`config.mk`:
```
export PLATFORM = sky130hd
export DESIGN_NAME = multi_cycle_mod_sub
export DESIGN_NICKNAME = d
export VERILOG_FILES = /design/src/rtl/multi_cycle_mod_sub_pkg.sv /design/src/rtl/mod_sub_limb.sv /design/src/rtl/multi_cycle_mod_sub.sv
export SDC_FILE = /design/constraint.sdc
export NUM_CORES = 1
export LEC_CHECK = 0
export CAP_MARGIN = 20
export CORE_AREA = 2 2 168 153
export DETAILED_ROUTE_END_ITERATION = 16
export DIE_AREA = 0 0 170 155
export DONT_BUFFER_PORTS = 1
export PLACE_DENSITY = 0.79
export SKIP_CTS_REPAIR_TIMING = 1
export SLEW_MARGIN = 40
export SYNTH_ARGS = -nofsm -noshare
export SYNTH_HDL_FRONTEND = slang
export SYNTH_SLANG_ARGS = --single-unit
```
`constraint.sdc`:
```
create_clock -name clk -period 3.9 [get_ports clk]
set_clock_uncertainty 0.15 [all_clocks]
set_input_delay 0.78 -clock clk [delete_from_list [all_inputs] [get_ports clk]]
set_output_delay 0.78 -clock clk [all_outputs]
set_load 0.02 [all_outputs]
```
`src/rtl/multi_cycle_mod_sub_pkg.sv`:
```
// rtl/multi_cycle_mod_sub_pkg.sv - curve parameters for the Fp arithmetic datapath
//
// Purpose: owns the field element type, its width and the field modulus P.
// Ports:   none (package).
package multi_cycle_mod_sub_pkg;

  localparam int FP_W = 61;

  typedef logic [FP_W-1:0] uint_fp_t;

  // Odd modulus with an irregular bit pattern so every limb of P differs.
  localparam uint_fp_t P = 61'h1D4F9A3C7B210E65;

endpackage

```
`src/rtl/mod_sub_limb.sv`:
```
// rtl/mod_sub_limb.sv - one limb stage of the pipelined modular subtractor
//
// Purpose: computes limb k of D = X - Y (borrow chain) and of E = D + P
//          (carry chain), registering both limbs and the chain outputs.
// Ports:   clk, rstn             clock, async active-low reset
//          x, y, p               operand limbs and modulus limb
//          borrow_in, carry_in   chain inputs from the previous limb (0 for limb 0)
//          d, e                  registered D and E limbs
//          borrow_out, carry_out registered chain outputs for the next limb
module mod_sub_limb #(
  parameter int LIMB_W  = 21,
  parameter bit IS_LAST = 1'b0
) (
  input  logic              clk,
  input  logic              rstn,
  input  logic [LIMB_W-1:0] x,
  input  logic [LIMB_W-1:0] y,
  input  logic [LIMB_W-1:0] p,
  input  logic              borrow_in,
  input  logic              carry_in,
  output logic [LIMB_W-1:0] d,
  output logic [LIMB_W-1:0] e,
  output logic              borrow_out,
  output logic              carry_out
);

  // One extra bit: its value is the borrow out of this limb.
  logic [LIMB_W:0]   diff;
  logic [LIMB_W-1:0] e_next;

  assign diff = (LIMB_W+1)'(x) - (LIMB_W+1)'(y) - (LIMB_W+1)'(borrow_in);

  always_ff @(posedge clk or negedge rstn) begin
    if (!rstn) begin
      d          <= '0;
      e          <= '0;
      borrow_out <= 1'b0;
    end else begin
      d          <= diff[LIMB_W-1:0];
      e          <= e_next;
      borrow_out <= diff[LIMB_W];
    end
  end

  // E is built on top of the D limb, so the E chain only ever carries
  // upward (0/1) and never needs a signed carry.
  if (IS_LAST) begin : g_last
    // Carry out of the top limb is the mod 2^W wrap and is discarded.
    assign e_next    = diff[LIMB_W-1:0] + p + LIMB_W'(carry_in);
    assign carry_out = 1'b0;
  end else begin : g_mid
    logic [LIMB_W:0] sum;

    assign sum    = (LIMB_W+1)'(diff[LIMB_W-1:0]) + (LIMB_W+1)'(p) + (LIMB_W+1)'(carry_in);
    assign e_next = sum[LIMB_W-1:0];

    always_ff @(posedge clk or negedge rstn) begin
      if (!rstn) begin
        carry_out <= 1'b0;
      end else begin
        carry_out <= sum[LIMB_W];
      end
    end
  end

endmodule

```
`src/rtl/multi_cycle_mod_sub.sv`:
```
// rtl/multi_cycle_mod_sub.sv - pipelined Z = (X - Y) mod P over latency limb stages
//
// Purpose: splits the operands into `latency` limbs, runs one limb per stage,
//          skews operand limbs in and deskews result limbs out so one
//          operation is accepted and one result produced every cycle.
// Ports:   clk, rstn   clock, async active-low reset
//          i_valid     X, Y valid this cycle
//          X, Y        minuend / subtrahend, both < P
//          o_valid     Z valid this cycle (latency cycles after i_valid)
//          Z           (X - Y) mod P
module multi_cycle_mod_sub
  import multi_cycle_mod_sub_pkg::*;
#(
  parameter int latency = 3
) (
  input  logic     clk,
  input  logic     rstn,
  input  logic     i_valid,
  input  uint_fp_t X,
  input  uint_fp_t Y,
  output logic     o_valid,
  output uint_fp_t Z
);

  localparam int W = FP_W;
  localparam int L = (W + latency - 1) / latency;

  // Chain inputs of each stage; index 0 is the constant start of both chains.
  wire [latency-1:0] borrow_in_w;
  wire [latency-1:0] carry_in_w;
  wire               borrow_final;
  logic              carry_unused;

  // Deskewed D and E, all limbs aligned to the last stage.
  wire [W-1:0]       d_all;
  wire [W-1:0]       e_all;

  logic [latency-1:0] vld_sr;

  assign borrow_in_w[0] = 1'b0;
  assign carry_in_w[0]  = 1'b0;

  for (genvar k = 0; k < latency; k++) begin : g_stage
    localparam int LO = k * L;
    localparam int HI = ((k + 1) * L > W) ? W : (k + 1) * L;
    localparam int WK = HI - LO;
    localparam int DS = latency - 1 - k;

    logic [WK-1:0] x_k;
    logic [WK-1:0] y_k;
    logic [WK-1:0] d_k;
    logic [WK-1:0] e_k;
    logic          b_out;
    logic          c_out;

    // Limb k of an operation must meet the chain outputs of limb k-1,
    // which arrive k cycles after the operation was sampled.
    if (k == 0) begin : g_noskew
      assign x_k = X[LO +: WK];
      assign y_k = Y[LO +: WK];
    end else begin : g_skew
      logic [WK-1:0] xs [k];
      logic [WK-1:0] ys [k];

      always_ff @(posedge clk or negedge rstn) begin
        if (!rstn) begin
          for (int j = 0; j < k; j++) begin
            xs[j] <= '0;
            ys[j] <= '0;
          end
        end else begin
          xs[0] <= X[LO +: WK];
          ys[0] <= Y[LO +: WK];
          for (int j = 1; j < k; j++) begin
            xs[j] <= xs[j-1];
            ys[j] <= ys[j-1];
          end
        end
      end

      assign x_k = xs[k-1];
      assign y_k = ys[k-1];
    end

    mod_sub_limb #(
      .LIMB_W  (WK),
      .IS_LAST (k == latency - 1)
    ) u_limb (
      .clk        (clk),
      .rstn       (rstn),
      .x          (x_k),
      .y          (y_k),
      .p          (P[LO +: WK]),
      .borrow_in  (borrow_in_w[k]),
      .carry_in   (carry_in_w[k]),
      .d          (d_k),
      .e          (e_k),
      .borrow_out (b_out),
      .carry_out  (c_out)
    );

    if (k < latency - 1) begin : g_chain
      assign borrow_in_w[k+1] = b_out;
      assign carry_in_w[k+1]  = c_out;
    end else begin : g_final
      // Borrow out of the top limb is set exactly when X < Y.
      assign borrow_final = b_out;
      assign carry_unused = c_out;
    end

    // Hold early limbs until the top limb has been produced.
    if (DS == 0) begin : g_nodeskew
      assign d_all[LO +: WK] = d_k;
      assign e_all[LO +: WK] = e_k;
    end else begin : g_deskew
      logic [WK-1:0] ds [DS];
      logic [WK-1:0] es [DS];

      always_ff @(posedge clk or negedge rstn) begin
        if (!rstn) begin
          for (int j = 0; j < DS; j++) begin
            ds[j] <= '0;
            es[j] <= '0;
          end
        end else begin
          ds[0] <= d_k;
          es[0] <= e_k;
          for (int j = 1; j < DS; j++) begin
            ds[j] <= ds[j-1];
            es[j] <= es[j-1];
          end
        end
      end

      assign d_all[LO +: WK] = ds[DS-1];
      assign e_all[LO +: WK] = es[DS-1];
    end
  end

  always_ff @(posedge clk or negedge rstn) begin
    if (!rstn) begin
      vld_sr <= '0;
    end else begin
      vld_sr[0] <= i_valid;
      for (int i = 1; i < latency; i++) begin
        vld_sr[i] <= vld_sr[i-1];
      end
    end
  end

  assign o_valid = vld_sr[latency-1];

  // X < Y wrapped below zero, so add P back (E); inputs < P mean one
  // correction is always enough. Every source is a reset flop, so Z = 0 in reset.
  assign Z = borrow_final ? e_all : d_all;

endmodule

```
==> results.ini <==
[placed_design]
dp_hpwl_um=17740
dpl_cell_area_mm2=0.01578
port_buffers=0
place.gp.congestion=0.8814

[global_route]
grt_max_degree=375
grt_pass1_vias=8763
overflow=0
grt_antenna_before_repair=6
grtUsageTotal_pct=20.11
grt_pass1_wl_um=42260

[logic_synthesis]
yosysTopAreaCell=dfrtp_1
syn_avg_cell_area_um2=12.71
synth-edff-count=0
yosysTopAreaCellShare_pct=61.09
syn_nets=1437
syn_area_mm2=0.01532
ys_seq_area_share_pct=61.09
synthCells=1205
async_flop_share_pct=100.0
ys.flop_type=dfrtp_1
yosys-top-cells-area=dfrtp_1 61%, ha_1 8.3%, mux2_2 4.6%
synth.distinct_cells=71
synth_seq_cells=374
ys_warn_count=0

[critical_path]
crit_type=reg2reg
crit_required_ns=4.16
r2r_slack_ns=0.15
setup.worst_path.start=g_stage[1].g_skew.ys[4]
r2r_start=g_stage[1].g_skew.ys[4]
crit_arrival_ns=4.01
r2r_cells=11
cp-start-kind=register
critPathMaxFanout=4
crit_path_end_kind=register
endpoint=g_stage[1].u_limb.carry_out
r2r-end=g_stage[1].u_limb.carry_out

[sta]
worst_slew_pin_slew_ns=0.6315
slew_headroom_pct=57.90
period_needed_ns=3.752
whs_ns=-0.1981
setup_viol=0
post-route-period-util_pct=96.21
fmax_mhz=266.5
fin_setup_tns_ns=0
drv_slew=0
hold_viol=374

[power]
peakVddDrop_uv=399.0
power.density_mw_per_mm2=667.3
leakagePower_nw=8.065

[clock_tree]
cts_made_buffers=38
clk_pin_slew_ns=0.06
cts_max_level=2
cts.sinks=374
max-clock-path-buffers=3
clockRootBuffer=clkbuf_16
clk_latency_ns=0.52
cts_tree=yes

[routing]
wl_per_cell_um=16.41
routed_via_density=5.454
drc=0
wirelength_um=26030
ant_nets=0
drtIter0Drc=577
dr.pass1.iters=5
vias=8650

[finish]
mostFrequentLayoutCells=373 x dfrtp_1, 169 x inv_1, 102 x ha_1, 63 x mux2_2, 56 x a21oi_1
final_layout_size_suffix_gt1_share_pct=12.26
register_area_mm2=0.009360
layout_commonest_cell=dfrtp_1
fillCellCount=1705
syn_to_final_growth_pct=11.49
finish.instance_area_mm2=0.01708
multi_input_area_mm2=0.005285
nets=1477

[floorplan]
rows=55
start_util_pct=61.84
coreArea_mm2=0.02477
io_pins=187
dieWidth_um=170
dieArea_mm2=0.02635
die_h_um=155

[run_status]
status=finished with violations
violations=negative hold slack

[job]
drv_cap=0

[min_path]
worstHoldPathType=in2async

[how the worst min path moves through the flow]
stage | slack [ns] | endpoint | depth (start not counted)
2_1_floorplan | 0.18 | d_all[0] | 0
3_3_place_gp | 0.18 | g_stage[1].g_deskew.es[13] | 0
3_5_place_dp | 0.18 | d_all[12] | 0
4_1_cts | -0.22 | g_stage[0].u_limb.d[0] | 0
5_1_grt | -0.22 | g_stage[0].u_limb.d[0] | 0
6_report | -0.20 | g_stage[0].u_limb.d[0] | 0
[per-stage QoR]
stage	utilization (%)	setup WS, ns	std cells	power, mW	hold slack, ns
4_1_cts	68.86	0.1406	1585	11.52	-0.2193
2_1_floorplan	-	0.4478	1205	7.193	0.1812
3_5_place_dp	63.71	0.1204	1518	7.817	0.1847
3_3_place_gp	63.71	0.2061	1518	7.688	0.1811
6_report	68.95	0.1476	1586	11.40	-0.1981
5_1_grt	68.94	-0.02287	1585	12.00	-0.2201
[report_power, final]
group          internal, mW  switching, mW
logic                 0.998           1.62
clock network          2.19           1.45
registers              4.87          0.276
[layer usage]
metal  part of all wire (%)  track usage, %  vias to the layer above  wire length (um)
met2                     50           34.01                      206             13000
li1                       -               -                     4131                 -
met5                  0.096               0                        -                25
met3                    6.8           5.647                       43              1780
met1                     41           25.60                     4266             10800
met4                    1.7           5.820                        4               430
[worst max-delay path, cell delays in order, from the launching register on]
cell and delay, ns:
dfrtp_1 0.37, ha_1 0.26, inv_1 0.04, ha_1 0.34, a21oi_1 0.34, o21ai_0 0.27, a221oi_1 0.47, o21ai_0 0.33
xor2_1 0.25, a311oi_1 0.36, o21ai_1 0.19, a31o_2 0.26
[cell families after synthesis]
| kind of cell | count (synthesis) | synth area share [%] |
|---|---|---|
| AOI/OAI and AO/OA | 199 | 9.016 |
| xor gates and xnor gates | 97 | 5.545 |
| and+or+nand+nor | 180 | 6.190 |
| buffers and inverters | 185 | 4.549 |
| adders and majority gates | 107 | 8.983 |
| DFF | 374 | 61.09 |
| muxes | 63 | 4.630 |
[sequential cells by signal, indices dropped and copies added (netlist names)]
| name | count |
|---|---|
| g_stage.u_limb.e | 61 |
| d_all | 21 |
| g_stage.g_skew.ys | 40 |
| g_stage.x_k | 19 |
| g_stage.u_limb.borrow_out | 3 |
| g_stage.u_limb.carry_out | 2 |
| g_stage.y_k | 19 |
| vld_sr | 3 |
| e_all | 21 |
| g_stage.u_limb.d | 61 |
| g_stage.g_deskew.ds | 42 |
| g_stage.g_deskew.es | 42 |
| g_stage.g_skew.xs | 40 |
[cells in the mapped netlist, drive strengths merged (5+ instances only)]
cell,count
a211o,7
a211oi,15
a21o,13
a21oi,57
a311oi,5
a31oi,6
and2,8
and3,9
clkbuf,14
dfrtp,374
fa,5
ha,102
inv,169
mux2,63
nand2,50
nand2b,6
nand3,12
nand4,8
nor2,31
nor2b,11
nor3,15
nor3b,5
nor4,6
o211ai,9
o21a,9
o21ai,30
o21bai,8
o31ai,7
xnor2,51
xor2,46
[final cells by class]
cell class                      instances  area share, %
Multi-Input combinational cell        646          30.94
Inverter                              169          3.714
Sequential cell                       374          54.80
Clock inverter                         16          1.253
Timing Repair Buffer                   16         0.7764
Tap cell                              313          2.293
Antenna cell                            1        0.01465
Clock buffer                           51          6.212
No activity file was read; power rests on OpenSTA's default activity.
